<file path="src/rtl/imem_arbiter_if.sv">
// Bundle of fetch, load/store and memory-side signals around the shared
// instruction/data memory arbiter. slave = arbiter view, master = environment.
interface imem_arbiter_if;
  logic        f_req;
  logic [31:0] f_addr;
  logic        f_flush;
  logic        f_gnt;
  logic        f_rvalid;
  logic [31:0] f_rdata;

  logic        d_req;
  logic        d_we;
  logic [3:0]  d_be;
  logic [31:0] d_addr;
  logic [31:0] d_wdata;
  logic        d_gnt;
  logic        d_rvalid;
  logic [31:0] d_rdata;

  logic        m_req;
  logic        m_we;
  logic [3:0]  m_be;
  logic [31:0] m_addr;
  logic [31:0] m_wdata;
  logic        m_gnt;
  logic        m_rvalid;
  logic [31:0] m_rdata;

  logic        o_err;
  logic        o_err_src;

  modport slave (
    input  f_req, f_addr, f_flush,
    input  d_req, d_we, d_be, d_addr, d_wdata,
    input  m_gnt, m_rvalid, m_rdata,
    output f_gnt, f_rvalid, f_rdata,
    output d_gnt, d_rvalid, d_rdata,
    output m_req, m_we, m_be, m_addr, m_wdata,
    output o_err, o_err_src
  );

  modport master (
    output f_req, f_addr, f_flush,
    output d_req, d_we, d_be, d_addr, d_wdata,
    output m_gnt, m_rvalid, m_rdata,
    input  f_gnt, f_rvalid, f_rdata,
    input  d_gnt, d_rvalid, d_rdata,
    input  m_req, m_we, m_be, m_addr, m_wdata,
    input  o_err, o_err_src
  );
endinterface

</file>
<file path="src/rtl/imem_arbiter.sv">
// One-outstanding-transaction arbiter sharing a single-ported memory between
// fetch and load/store, with starvation guard, fetch flush and response timeout.
//
// Handshakes: a requester holds *_req (and its fields) until it sees *_gnt in
// the same cycle; the arbiter holds m_req and its fields stable until m_gnt;
// f_rvalid/d_rvalid and o_err are single-cycle pulses with no back-pressure.
module imem_arbiter #(
  parameter int STARVE_LIMIT = 4,
  parameter int TIMEOUT      = 255,
  parameter int CNT_W        = 8
) (
  input  logic           clk,
  input  logic           rst,
  imem_arbiter_if.slave  bus,
  output logic [1:0]     state_o
);

  typedef enum logic [1:0] {
    IDLE = 2'd0,
    REQ  = 2'd1,
    WAIT = 2'd2
  } state_e;

  localparam int SC_W = $clog2(STARVE_LIMIT + 1);

  state_e            state_q;
  logic              owner_q;   // 0 = fetch, 1 = data
  logic              we_q;
  logic [3:0]        be_q;
  logic [31:0]       addr_q;
  logic [31:0]       wdata_q;
  logic              kill_q;
  logic [SC_W-1:0]   starve_q;
  logic [SC_W-1:0]   starve_d;
  logic [CNT_W-1:0]  tmo_q;

  logic f_elig, fetch_wins, in_idle, in_wait, rsp, tmo_hit;
  logic f_gnt_w, d_gnt_w;

  always_comb begin
    f_elig     = bus.f_req && !bus.f_flush;
    fetch_wins = f_elig && (!bus.d_req || (starve_q == SC_W'(STARVE_LIMIT)));
    in_idle    = (state_q == IDLE) && !rst;
    in_wait    = (state_q == WAIT) && !rst;
    f_gnt_w    = in_idle && fetch_wins;
    d_gnt_w    = in_idle && bus.d_req && !fetch_wins;
    rsp        = in_wait && bus.m_rvalid;
    tmo_hit    = in_wait && !bus.m_rvalid && (tmo_q == CNT_W'(TIMEOUT - 1));
    // Data grant while fetch waits extends the streak; otherwise the streak ends.
    starve_d   = '0;
    if (bus.f_req) begin
      starve_d = (starve_q == SC_W'(STARVE_LIMIT)) ? starve_q : starve_q + SC_W'(1);
    end
  end

  assign bus.f_gnt     = f_gnt_w;
  assign bus.d_gnt     = d_gnt_w;
  // A flush arriving together with the response still suppresses it.
  assign bus.f_rvalid  = rsp && !owner_q && !kill_q && !bus.f_flush;
  assign bus.f_rdata   = bus.f_rvalid ? bus.m_rdata : 32'h0;
  assign bus.d_rvalid  = rsp && owner_q;
  assign bus.d_rdata   = bus.d_rvalid ? bus.m_rdata : 32'h0;
  assign bus.m_req     = (state_q == REQ) && !rst;
  assign bus.m_we      = we_q;
  assign bus.m_be      = be_q;
  assign bus.m_addr    = addr_q;
  assign bus.m_wdata   = wdata_q;
  assign bus.o_err     = tmo_hit;
  assign bus.o_err_src = tmo_hit && owner_q;
  assign state_o       = state_q;

  always_ff @(posedge clk) begin
    if (rst) begin
      state_q  <= IDLE;
      owner_q  <= 1'b0;
      we_q     <= 1'b0;
      be_q     <= 4'h0;
      addr_q   <= 32'h0;
      wdata_q  <= 32'h0;
      kill_q   <= 1'b0;
      starve_q <= '0;
      tmo_q    <= '0;
    end else begin
      case (state_q)
        IDLE: begin
          kill_q <= 1'b0;
          if (f_gnt_w) begin
            owner_q  <= 1'b0;
            we_q     <= 1'b0;
            be_q     <= 4'hF;
            addr_q   <= bus.f_addr;
            wdata_q  <= 32'h0;
            starve_q <= '0;
            state_q  <= REQ;
          end else if (d_gnt_w) begin
            owner_q  <= 1'b1;
            we_q     <= bus.d_we;
            be_q     <= bus.d_be;
            addr_q   <= bus.d_addr;
            wdata_q  <= bus.d_wdata;
            starve_q <= starve_d;
            state_q  <= REQ;
          end
        end
        REQ: begin
          if (bus.f_flush && !owner_q) kill_q <= 1'b1;
          if (bus.m_gnt) begin
            tmo_q   <= '0;
            state_q <= WAIT;
          end
        end
        WAIT: begin
          if (bus.f_flush && !owner_q) kill_q <= 1'b1;
          tmo_q <= tmo_q + CNT_W'(1);
          if (bus.m_rvalid || tmo_hit) state_q <= IDLE;
        end
        default: state_q <= IDLE;
      endcase
    end
  end

endmodule

</file>
<file path="src/flat_wrapper.sv">
// flat-port wrapper written by rule: the top's interface ports become plain ports
module imem_arbiter_flat 
#(
  parameter int STARVE_LIMIT = 4,
  parameter int TIMEOUT      = 255,
  parameter int CNT_W        = 8
)
  (clk, rst, state_o, bus_f_req, bus_f_addr, bus_f_flush, bus_d_req, bus_d_we, bus_d_be, bus_d_addr, bus_d_wdata, bus_m_gnt, bus_m_rvalid, bus_m_rdata, bus_f_gnt, bus_f_rvalid, bus_f_rdata, bus_d_gnt, bus_d_rvalid, bus_d_rdata, bus_m_req, bus_m_we, bus_m_be, bus_m_addr, bus_m_wdata, bus_o_err, bus_o_err_src);
  imem_arbiter_if bus_i ();
  input  logic clk;
  input  logic rst;
  output logic [1:0] state_o;
  input wire logic [$bits(bus_i.f_req)-1:0] bus_f_req;
  input wire logic [$bits(bus_i.f_addr)-1:0] bus_f_addr;
  input wire logic [$bits(bus_i.f_flush)-1:0] bus_f_flush;
  input wire logic [$bits(bus_i.d_req)-1:0] bus_d_req;
  input wire logic [$bits(bus_i.d_we)-1:0] bus_d_we;
  input wire logic [$bits(bus_i.d_be)-1:0] bus_d_be;
  input wire logic [$bits(bus_i.d_addr)-1:0] bus_d_addr;
  input wire logic [$bits(bus_i.d_wdata)-1:0] bus_d_wdata;
  input wire logic [$bits(bus_i.m_gnt)-1:0] bus_m_gnt;
  input wire logic [$bits(bus_i.m_rvalid)-1:0] bus_m_rvalid;
  input wire logic [$bits(bus_i.m_rdata)-1:0] bus_m_rdata;
  output wire logic [$bits(bus_i.f_gnt)-1:0] bus_f_gnt;
  output wire logic [$bits(bus_i.f_rvalid)-1:0] bus_f_rvalid;
  output wire logic [$bits(bus_i.f_rdata)-1:0] bus_f_rdata;
  output wire logic [$bits(bus_i.d_gnt)-1:0] bus_d_gnt;
  output wire logic [$bits(bus_i.d_rvalid)-1:0] bus_d_rvalid;
  output wire logic [$bits(bus_i.d_rdata)-1:0] bus_d_rdata;
  output wire logic [$bits(bus_i.m_req)-1:0] bus_m_req;
  output wire logic [$bits(bus_i.m_we)-1:0] bus_m_we;
  output wire logic [$bits(bus_i.m_be)-1:0] bus_m_be;
  output wire logic [$bits(bus_i.m_addr)-1:0] bus_m_addr;
  output wire logic [$bits(bus_i.m_wdata)-1:0] bus_m_wdata;
  output wire logic [$bits(bus_i.o_err)-1:0] bus_o_err;
  output wire logic [$bits(bus_i.o_err_src)-1:0] bus_o_err_src;
  assign bus_i.f_req = bus_f_req;
  assign bus_i.f_addr = bus_f_addr;
  assign bus_i.f_flush = bus_f_flush;
  assign bus_i.d_req = bus_d_req;
  assign bus_i.d_we = bus_d_we;
  assign bus_i.d_be = bus_d_be;
  assign bus_i.d_addr = bus_d_addr;
  assign bus_i.d_wdata = bus_d_wdata;
  assign bus_i.m_gnt = bus_m_gnt;
  assign bus_i.m_rvalid = bus_m_rvalid;
  assign bus_i.m_rdata = bus_m_rdata;
  assign bus_f_gnt = bus_i.f_gnt;
  assign bus_f_rvalid = bus_i.f_rvalid;
  assign bus_f_rdata = bus_i.f_rdata;
  assign bus_d_gnt = bus_i.d_gnt;
  assign bus_d_rvalid = bus_i.d_rvalid;
  assign bus_d_rdata = bus_i.d_rdata;
  assign bus_m_req = bus_i.m_req;
  assign bus_m_we = bus_i.m_we;
  assign bus_m_be = bus_i.m_be;
  assign bus_m_addr = bus_i.m_addr;
  assign bus_m_wdata = bus_i.m_wdata;
  assign bus_o_err = bus_i.o_err;
  assign bus_o_err_src = bus_i.o_err_src;
  imem_arbiter #(.STARVE_LIMIT(STARVE_LIMIT), .TIMEOUT(TIMEOUT), .CNT_W(CNT_W)) u_core (.clk(clk), .rst(rst), .bus(bus_i), .state_o(state_o));
endmodule
</file>
<file path="config.mk">
export PLATFORM = sky130hd
export DESIGN_NAME = imem_arbiter_flat
export DESIGN_NICKNAME = d
export VERILOG_FILES = /design/src/rtl/imem_arbiter_if.sv /design/src/rtl/imem_arbiter.sv /design/src/flat_wrapper.sv
export SDC_FILE = /design/constraint.sdc
export NUM_CORES = 1
export LEC_CHECK = 0
export ABC_CLOCK_PERIOD_IN_PS = 2500
export BUFFER_PORTS_ARGS = -buffer_cell sky130_fd_sc_hd__buf_2
export CAP_MARGIN = 0
export CORE_MARGIN = 4
export CORE_UTILIZATION = 25
export DETAILED_ROUTE_END_ITERATION = 6
export PLACE_DENSITY = 0.52
export RECOVER_POWER = 25
export REMOVE_ABC_BUFFERS = 1
export SLEW_MARGIN = 0
export SYNTH_ARGS = -nofsm -noshare
export SYNTH_HDL_FRONTEND = slang
export SYNTH_SLANG_ARGS = --single-unit
</file>
<file path="constraint.sdc">
create_clock -name clk -period 2.5 [get_ports clk]
set_clock_uncertainty 0.1 [all_clocks]
set_input_delay 0.375 -clock clk [delete_from_list [all_inputs] [get_ports clk]]
set_output_delay 0.375 -clock clk [all_outputs]
set_load 0.005 [all_outputs]
</file>
Word level (Yosys, flattened, before mapping) --
Cells that the tools add are included.
Operators by class: eq/ne operators 9, add/subtract/negate cells 2, multiplexer cells 25, reduce and logical (&&, ||, !) cells 36
Operators with widths (count):
- $mux W32 | 6
- $logic_and A1 B1 Y1 | 17
- $pmux W8 S2 | 1
- $mux W3 | 4
- $add A8 B1 Y8 const B | 1
- $eq A8 B8 Y1 const B | 1
- $mux W2 | 4
- $mux W4 | 2
- $mux W8 | 1
- $logic_not A1 Y1 | 7
- $ne A3 B3 Y1 const B | 2
- $pmux W2 S3 | 1
- $reduce_and A2 Y1 | 3
- $reduce_and A3 Y1 | 2
- $reduce_bool A2 Y1 | 3
- $mux W1 | 5
- $ne A2 B2 Y1 const B | 2
- $add A3 B1 Y3 const B | 1
- $eq A3 B3 Y1 const B | 1
- $eq A2 B1 Y1 const B | 1
- $eq A2 B2 Y1 const B | 1
- $logic_not A2 Y1 | 1
- $logic_or A1 B1 Y1 | 2
- $ne A2 B1 Y1 const B | 1
- 2 further kinds | 2
Storage, ports and cells: bits in registers 84, word-level logic and storage cells 81

Logic depth before layout (Yosys ltp) --
Gate-level depths: netlist of run 1.
depth after elaboration 8, mapped depth 8

Worst setup path before layout of run 1 --
No wires, ideal clock.
kind reg-to-output, from register u_core.state_q[0] (netlist: u_core.state_o[0]), to output bus_f_rdata[10], data arrival time 1.499 ns, buffers on the path 1, stages on the path, launching flop included 8, path slack 0.526 ns, required time 2.025 ns, cell sequence dfxtp_1 > inv_1 > ha_1 > and2b_1 > nand2_1 > nor4_2 > clkbuf_1 > and2_1
Between the ends: longest elaborated chain between the ends 7
Ends and longest elaborated chain:
- from (decl) | RTL line imem_arbiter.sv:26 | state_e state_q;
- from (signal assigned) | RTL line imem_arbiter.sv:74 | state_q <= IDLE;
- from (signal assigned) | RTL line imem_arbiter.sv:94 | state_q <= REQ;
- from (signal assigned) | RTL line imem_arbiter.sv:102 | state_q <= REQ;
- $eq A2 B2 Y1 | RTL line imem_arbiter.sv:44 | in_wait = (state_q == WAIT) && !rst;
- $logic_and A1 B1 Y1 | RTL line imem_arbiter.sv:44
- $logic_and A1 B1 Y1 | RTL line imem_arbiter.sv:47 | rsp = in_wait && bus.m_rvalid;
- $logic_and A1 B1 Y1 (3 in series) | RTL line imem_arbiter.sv:59 | assign bus.f_rvalid = rsp && !owner_q && !kill_q && !bus.f_flush;
- $mux W32 | RTL line imem_arbiter.sv:60 | assign bus.f_rdata = bus.f_rvalid ? bus.m_rdata : 32'h0;
- to (decl) | RTL line flat_wrapper.sv:26 | output wire logic [$bits(bus_i.f_rdata)-1:0] bus_f_rdata;
No other way between the ends.

Worst setup path after layout of run 1 --
from register u_core.state_q[0] (netlist: u_core.state_o[0]), to output bus_f_rdata[12]
Same word-level chain as after synthesis.

==> results of run 1 <==
-- kinds of logic (layout without fill, tap and decap cells) --
logic type,Yosys count,after routing,synth area share (%)
simple gates,193,193,23.9
compound gates,90,90,19.3
flops,84,84,40.1
buf+inv,46,322,5.35
mux,34,34,8.12
fa+ha+maj,8,8,2.39
xor+xnor,4,4,0.836
-- sequential cells by signal, indices dropped and copies added (netlist names) --
register	flops
u_core.tmo_q	8
u_core.bus.m_we	1
u_core.state_o	2
u_core.bus.m_be	4
u_core.bus.m_addr	32
u_core.bus.m_wdata	32
u_core.starve_q	3
u_core.kill_q	1
u_core.owner_q	1
-- stage by stage --
stage	power (uW)	cell area, um^2	setup TNS (ps)
3_5_place_dp	2410	5830	0
4_1_cts	3790	6130	0
2_1_floorplan	1990	4010	-13830
6_report	3720	6100	0
5_1_grt	3930	6100	0
3_3_place_gp	2420	5830	0
-- layout make-up --
class	count	share of cell area [%]
Tap cell	220	4.51
Inverter	11	0.677
Clock buffer	9	3.69
Clock inverter	7	1.21
Timing Repair Buffer	295	24.5
Sequential cell	84	27.6
Multi-Input combinational cell	329	37.9
-- worst max path at each step --
stage                              startpoint               to  slack [ps]  cells after the start
2_1_floorplan  u_core.state_o[0]$_SDFFE_PP0P_        bus_f_gnt        -480                      5
3_3_place_gp                              rst  bus_d_rdata[11]         210                      5
3_5_place_dp   u_core.state_o[0]$_SDFFE_PP0P_  bus_d_rdata[11]         210                      6
4_1_cts        u_core.state_o[0]$_SDFFE_PP0P_        bus_d_gnt          20                      5
5_1_grt        u_core.state_o[0]$_SDFFE_PP0P_  bus_f_rdata[12]          40                      8
6_report       u_core.state_o[0]$_SDFFE_PP0P_  bus_f_rdata[12]         170                      8
-- cell usage after synthesis, types with 2 or more instances --
cell       n
mux2i_1   34
nand3_1    5
a21oi_1    9
clkbuf_4   2
o21ai_0    5
a211oi_1   3
nand2_1   12
nor2_1    75
ha_1       8
buf_1      3
a211oi_2  30
a22oi_1   34
and3_1     3
nand4_1    6
buf_2      8
clkbuf_1  15
nor3_1     7
or3_1      3
inv_1     11
and2_1    66
buf_4      5
xor2_1     3
dfxtp_1   84
nand2b_1   3
nor2b_1    5
buf_6      2
-- where the power goes --
part           total [uW]  switching (uW)  internal, uW  leakage (uW)
Clock                1350             573           780      0.000146
Combinational         838             442           396       0.00205
Sequential           1520            67.0          1460      0.000686
Total                3720            1080          2630       0.00288
-- per-layer routing --
| layer | routed length, um | up-vias |
|---|---|---|
| li1 | - | 2135 |
| met1 | 5020 | 1944 |
| met2 | 6710 | 202 |
| met3 | 1670 | 16 |
| met4 | 175 | 4 |
| met5 | 21 | - |
-- critical path, cell delays in order, from the launching register on --
cell and delay [ps]:
dfxtp_1 330, inv_2 80, ha_1 150, and2b_1 160, nand2_1 100, nor4_4 150, buf_6 240, and2_1 180
buf_2 120
-- what timing repair did --
item | CTS | global route
buffers inserted | 0 | 2
resized for setup | 1 | 3
setup endpoints to repair | 34 | 56
pin swaps | 1 | 1
==> out/metrics.cfg, run 1 <==
[setup_path]
crit_type = register to output pin
rrSetupSlack_ps = 270
crit_required_ps = 2030
r2r-end = u_core.bus.m_addr[16]$_SDFFE_PP0P_
arrival_ps = 1850
r2r-start = u_core.state_o[0]$_SDFFE_PP0P_
crit_fanout = 33
cp-end-kind = output pin
startpoint_type = register
rr_worst_depth = 7

[yosys]
syn_inst = 459
synthArstFlopShare_pct = 0
synth_area_leader_cell = dfxtp_1
synth_area_leaders = dfxtp_1 (40%), and2_1 (9.9%), a211oi_2 (9.0%)
synth_edf_count = 0
synth-seq-cells = 84
ys.flop_type = dfxtp_1
synth_top_area_share_pct = 40.1
synth.cell_area_um2 = 4190
yosysSeqAreaShare_pct = 40.1
syn_avg_cell_area_um2 = 9.13
ys_warn_count = 0
synth_cell_types = 44

[timing]
rsz0062_at_grt = false
holdWs_ps = 168
hold_viol_final = 0
max_slew_margin_pct = 47.4
setup_violations = 0
tightest_slew_ps = 789
fin_crit_ps = 2330
fin_crit_sh_pct = 93.0
timing.fmax_mhz = 430
slew_violations = 0
layout_setup_ws_ps = 174

[job]
cap_violations = 0

[detailed_routing]
via_per_inst = 4.50
drt-total-wl_um = 13600
drt_iter0_drc = 157
antenna_left = 0
dr.pass1.iters = 4
post_drt_wl_per_cell_um = 14.2
drcViolationCount = 0
vias = 4301

[global_routing]
grt_use_met2_pct = 24.8
grt_pass1_wl_um = 19900
met3_usage_pct = 5.41
first_global_vias = 3921
grt-ovfl-total = 0
antenna_found_initial = 2
gr-usage-met1_pct = 14.2
busiest_layer = met2
grt.total_usage_pct = 13.5
grt_max_degree = 65

[clock_network]
cts_tree = built
holdBufCountCts = 0
cts.htree.levels = 3
clk_pin_slew_worst_paths_ps = 60
worstSkewPairLatency_ps = 330
clockRootBuffer = clkbuf_16
cts.sinks = 84
cts_max_path_buffers = 2
cts_buffers = 9

[floorplan]
die_area_um2 = 18900
die_w_um = 137
core_area_um2 = 16500
rows = 47
die_h_um = 137
io_pins = 282
start_util_pct = 25.4

[cells_and_area]
drive_above_1_share_pct = 42.2
final_common_cell = buf_2
multiInputGateArea_um2 = 2310
final_core_util_pct = 36.9
nFillCells = 1746
regArea_um2 = 1680
final_cell_mix = buf_2 (241), dfxtp_1 (84), nor2_1 (75)
stdcell_count = 955
insertedDiodeCount = 0
final_nets = 878
syn_to_final_growth_pct = 45.7

[placed_design]
gp_congestion = 0.730
dp.cells = 937
pre_cts_ws_ps = 214
dpl.hpwl_um = 10500
numPortBuffers = 281

[worst_hold_path]
hold_start = rst
holdPathEnd = u_core.starve_q[0]$_SDFFE_PP0P_
worstHoldPathCells = 2
hold_class = primary input to register

[run_status]
status = finished clean

[pwr]
p_leak_uw = 0.00288
ir_worst_vdd_v = 0.000286
power_density_nw_per_um2 = 609

No activity file was read; power rests on OpenSTA's default activity.
==> run 2: changes to the inputs <==
--- a/config.mk
+++ b/config.mk
@@ -11,7 +11,6 @@
 export CORE_MARGIN = 4
 export CORE_UTILIZATION = 25
 export DETAILED_ROUTE_END_ITERATION = 6
-export PLACE_DENSITY = 0.52
 export RECOVER_POWER = 25
 export REMOVE_ABC_BUFFERS = 1
 export SLEW_MARGIN = 0
==> out/metrics.cfg, run 2 (synthesized netlist as in run 1, its figures left out) <==
[run_status]
status = finished clean

[detailed_routing]
antenna_left = 0  ; unchanged
vias = 4281  ; -0.47%
dr.pass1.iters = 4  ; unchanged
via_per_inst = 4.50  ; -0.15%
drcViolationCount = 0  ; unchanged
drt-total-wl_um = 13300  ; -2.0%
drt_iter0_drc = 130  ; -17%
post_drt_wl_per_cell_um = 14.0  ; -1.7%

[cells_and_area]
drive_above_1_share_pct = 42.2  ; about the same
insertedDiodeCount = 0  ; unchanged
syn_to_final_growth_pct = 44.6
fin_area_um2 = 6060  ; -0.74%
final_core_util_pct = 36.7  ; -0.27 points
final_cell_mix = buf_2 (244), dfxtp_1 (84), nor2_1 (75)
final_nets = 875  ; -0.34%
stdcell_count = 952  ; -0.31%
final_common_cell = buf_2

[timing]
setup_violations = 0  ; unchanged
timing.fmax_mhz = 420  ; -2.4%
rsz0062_at_grt = false
tightest_slew_ps = 796  ; +7.49 ps
max_slew_margin_pct = 46.9  ; -0.50 points
fin_crit_sh_pct = 95.3  ; +2.3 points
fin_crit_ps = 2380  ; +57.7 ps
hold_viol_final = 0  ; unchanged
slew_violations = 0  ; unchanged

[global_routing]
grt_max_degree = 65  ; unchanged
grt_pass1_wl_um = 19600  ; -1.6%
antenna_found_initial = 0  ; -2
grt.total_usage_pct = 13.3  ; -0.20 points
first_global_vias = 4036  ; +2.9%
grt-ovfl-total = 0  ; unchanged

[setup_path]
startpoint_type = register
crit_path_cell_trace = inv_1 > ha_1 > and2b_1 > and3_2 > and2_1 > buf_2
crit_fanout = 33  ; unchanged
cp-end-kind = output pin
cp_top_family = simple AND/OR/NAND/NOR gates
slowest_stage = and3_2
r2r-end = u_core.bus.m_addr[30]$_SDFFE_PP0P_
cp_slowest_stage_delay_ps = 380  ; +50 ps
r2r-start = u_core.state_o[0]$_SDFFE_PP0P_
crit_required_ps = 2030  ; about the same
arrival_ps = 1910  ; +60 ps
crit_type = register to output pin
critPathBufInv = 2  ; -1
rr_worst_depth = 7  ; unchanged
rrSetupSlack_ps = 230  ; -40 ps

[job]
cap_violations = 0  ; unchanged

[floorplan]
core_area_um2 = 16500  ; unchanged
die_h_um = 137  ; unchanged
io_pins = 282  ; unchanged
die_w_um = 137  ; unchanged
rows = 47  ; unchanged
start_util_pct = 25.4  ; unchanged
die_area_um2 = 18900  ; unchanged

[placed_design]
dp.cells = 934  ; -0.32%
dpl_cell_area_um2 = 5810  ; -0.39%
gp_congestion = 0.751  ; +2.9%
numPortBuffers = 281  ; unchanged
dpl.hpwl_um = 10100  ; -3.7%

[clock_network]
cts.htree.levels = 3  ; unchanged
clockRootBuffer = clkbuf_16
clk_pin_slew_worst_paths_ps = 60  ; about the same
cts_tree = built
cts_buffers = 9  ; unchanged
cts_max_path_buffers = 2  ; unchanged
worstSkewPairLatency_ps = 340  ; about the same
cts.sinks = 84  ; unchanged

[worst_hold_path]
hold_start = bus_d_wdata[7]
holdPathEnd = u_core.bus.m_wdata[7]$_SDFFE_PP0P_
hold_class = primary input to register
worstHoldPathCells = 3  ; +1

[pwr]
p_leak_uw = 0.00287  ; -0.53%
power_density_nw_per_um2 = 596  ; -2.1%
ir_worst_vdd_v = 0.000356  ; +25%

-- run 2: area by class of cell --
type | count | area [um^2]
Clock buffer | 9 | 225
Clock inverter | 7 | 51.3
Fill cell | 1705 | 10500
Inverter | 11 | 41.3
Multi-Input combinational cell | 329 | 2310
Sequential cell | 84 | 1680
Tap cell | 220 | 275
Timing Repair Buffer | 292 | 1480
-- run 2: routing by layer --
metal	wire [um]	GRT usage, %	up-vias
met1	5030	13.9	1931
met2	6690	24.9	199
met4	246	5.82	0
met3	1350	3.29	18
li1	-	-	2133
met5	0	0	-
-- run 2: report_power, final --
part	total [uW]	switching, uW	internal [uW]
sequential	1520	64.6	1460
clock	1260	584	679
combinational	826	436	390
total	3610	1080	2530
-- run 2: repair_timing --
item                       CTS  global route
setup buffers                0             2
gates resized for setup      1             1
pin swaps                    1             1
hold buffers                 0             0
setup endpoints to repair   34            33
gates cloned                 0             0
-- run 2: worst max path at each step --
stage                                   start               to  slack, ps  cells past startpoint
6_report       u_core.state_o[0]$_SDFFE_PP0P_  bus_d_rdata[15]        120                      6
5_1_grt        u_core.state_o[0]$_SDFFE_PP0P_   bus_d_rdata[8]          8                      6
4_1_cts        u_core.state_o[0]$_SDFFE_PP0P_        bus_d_gnt         20                      5
3_5_place_dp   u_core.state_o[0]$_SDFFE_PP0P_   bus_d_rdata[8]        230                      6
3_3_place_gp                              rst   bus_d_rdata[8]        260                      5
2_1_floorplan  u_core.state_o[0]$_SDFFE_PP0P_        bus_f_gnt       -480                      5
-- run 2: metrics by stage --
stage / hold slack (ps) / power (uW) / worst slack, ps / setup TNS [ps]
2_1_floorplan: 340 / 1990 / -479 / -13830
3_3_place_gp: 376 / 2400 / 261 / 0
3_5_place_dp: 377 / 2400 / 230 / 0
4_1_cts: 162 / 3680 / 15.5 / 0
5_1_grt: 181 / 3820 / 8.29 / 0
6_report: 182 / 3610 / 117 / 0
-- run 2: worst register-to-register path: cells and delay by family (launching register included) --
| family | cells | cell delay, ps |
|---|---|---|
| buf+inv | 2 | 700 |
| flops | 1 | 360 |
| simple gates | 2 | 390 |
| fa+ha+maj | 1 | 280 |
| compound gates | 2 | 360 |
==> run 3: changes to the inputs <==
--- a/config.mk
+++ b/config.mk
@@ -11,6 +11,7 @@
 export CORE_MARGIN = 4
 export CORE_UTILIZATION = 25
 export DETAILED_ROUTE_END_ITERATION = 6
+export PLACE_DENSITY = 0.56
 export RECOVER_POWER = 25
 export REMOVE_ABC_BUFFERS = 1
 export SLEW_MARGIN = 0
==> out/metrics.cfg, run 3 (synthesized netlist as in run 1, its figures left out) <==
[cells_and_area]
nFillCells = 1713  ; +0.47%
final_core_util_pct = 37.0  ; +0.32 points
stdcell_count = 954  ; +0.21%
multiInputGateArea_um2 = 2320  ; +0.65%
final_cell_mix = buf_2 (247), dfxtp_1 (82), nor2_1 (75)
drive_above_1_share_pct = 43.1  ; +0.84 points
insertedDiodeCount = 0  ; unchanged
regArea_um2 = 1680  ; +0.15%
final_nets = 879  ; +0.46%
syn_to_final_growth_pct = 45.8
final_common_cell = buf_2

[setup_path]
crit_type = register to output pin
startpoint_type = register
cp-end-kind = output pin
crit_fanout = 8  ; -76%
crit_required_ps = 2030  ; about the same
arrival_ps = 1950  ; +40 ps

[global_routing]
first_global_vias = 3938  ; -2.4%
grt.total_usage_pct = 13.3  ; +0.043 points
antenna_found_initial = 0  ; unchanged
grt-ovfl-total = 0  ; unchanged
grt_pass1_wl_um = 19600  ; +0.11%
grt_max_degree = 65  ; unchanged

[floorplan]
rows = 47  ; unchanged
die_area_um2 = 18900  ; unchanged
core_area_um2 = 16500  ; unchanged
die_h_um = 137  ; unchanged
io_pins = 282  ; unchanged
start_util_pct = 25.4  ; unchanged
die_w_um = 137  ; unchanged

[placed_design]
gp_congestion = 0.754  ; +0.44%
dp.cells = 936  ; +0.21%
numPortBuffers = 281  ; unchanged
dpl.hpwl_um = 10200  ; +0.61%

[pwr]
total_power_uw = 3650  ; +1.1%
p_leak_uw = 0.00290  ; +1.1%
ir_worst_vdd_v = 0.000320  ; -10%
power_density_nw_per_um2 = 598  ; +0.27%

[clock_network]
cts.htree.levels = 3  ; unchanged
clockRootBuffer = clkbuf_16
holdBufCountCts = 0  ; unchanged
cts_max_path_buffers = 2  ; unchanged
cts_buffers = 9  ; unchanged
cts_tree = built
cts.sinks = 84  ; unchanged
worstSkewPairLatency_ps = 330  ; about the same
clk_pin_slew_worst_paths_ps = 60  ; about the same

[detailed_routing]
post_drt_wl_per_cell_um = 14.4  ; +2.8%
antenna_left = 0  ; unchanged
dr.pass1.iters = 4  ; unchanged
drcViolationCount = 0  ; unchanged
vias = 4252  ; -0.68%
drt_iter0_drc = 125  ; -3.8%
via_per_inst = 4.46  ; -0.89%
drt-total-wl_um = 13700  ; +3.0%

[timing]
max_slew_margin_pct = 48.2  ; +1.3 points
hold_viol_final = 0  ; unchanged
holdWs_ps = 182  ; +0.862 ps
fin_crit_ps = 2430  ; +41.7 ps
timing.fmax_mhz = 412  ; -1.7%
tightest_slew_ps = 777  ; -19.3 ps
setup_violations = 0  ; unchanged
rsz0062_at_grt = true
fin_crit_sh_pct = 97.0  ; +1.7 points
slew_violations = 0  ; unchanged

[run_status]
status = finished clean

[job]
cap_violations = 0  ; unchanged

[worst_hold_path]
hold_class = primary input to register

## run 3: changes by cell type in the layout (fill, tap and decap cells not counted), moves of 2 or more
cell      previous run  this run
buf_2              244       247
buf_4                9        12
clkinv_2             2         0
dfxtp_1             84        82
dfxtp_2              0         2
inv_6                2         0
## run 3: stage by stage
step | worst slack (ps) | TNS [ps] | area [um^2]
2_1_floorplan | -479 | -13830 | 4010
3_3_place_gp | 363 | 0 | 5820
3_5_place_dp | 335 | 0 | 5820
4_1_cts | 13.0 | 0 | 6100
5_1_grt | -23.2 | -265 | 6110
6_report | 74.9 | 0 | 6110
## run 3: layout make-up
type                       instances  share of cell area, %
clock buffer                      12                   3.87
timing repair buffer             296                   24.8
tap                              220                   4.51
clock inverter                     2                  0.614
multi-input combinational        329                   38.0
sequential                        84                   27.6
inverter                          11                  0.676
## run 3: worst max-delay path: stages (launching register included)
cell and delay [ps]:
dfxtp_2 330, inv_2 90, ha_4 170, and2b_2 180, nand2_2 70, nor4_4 200, buf_4 180, buf_4 160
and2_1 140, buf_2 110
## run 3: timing repair
action | 4_1_cts | 5_1_grt
resized for setup | 1 | 12
gates cloned | 0 | 2
pin swaps | 0 | 1
endpoints found under the setup margin | 32 | 65
setup buffers | 0 | 2
## run 3: routing by layer
| layer | up-vias | wire length [um] | global-route usage (%) |
|---|---|---|---|
| met5 | - | 0 | 0 |
| met4 | 0 | 201 | 4.32 |
| met3 | 12 | 1470 | 4.97 |
| met2 | 188 | 6900 | 24.2 |
| met1 | 1920 | 5150 | 14.2 |
| li1 | 2132 | - | - |
## run 3: path summary, 6_finish.rpt
check / start / to / slack [ps] / depth (start not counted)
min: bus_d_wdata[9] / u_core.bus.m_wdata[9]$_SDFFE_PP0P_ / 180 / 3
max reg2reg: u_core.state_o[1]$_SDFFE_PP0P_ / u_core.bus.m_addr[27]$_SDFFE_PP0P_ / 350 / 7
min reg2reg: u_core.tmo_q[1]$_SDFFE_PP0P_ / u_core.tmo_q[1]$_SDFFE_PP0P_ / 390 / 2
max: u_core.state_o[0]$_SDFFE_PP0P_ / bus_f_rdata[25] / 70 / 9
## run 3: where the power goes
| part | total, uW | internal [uW] | leakage, uW | switching (uW) |
|---|---|---|---|---|
| sequential | 1530 | 1460 | 0.000687 | 66.1 |
| combinational | 847 | 401 | 0.00208 | 446 |
| clock | 1280 | 764 | 0.000129 | 514 |
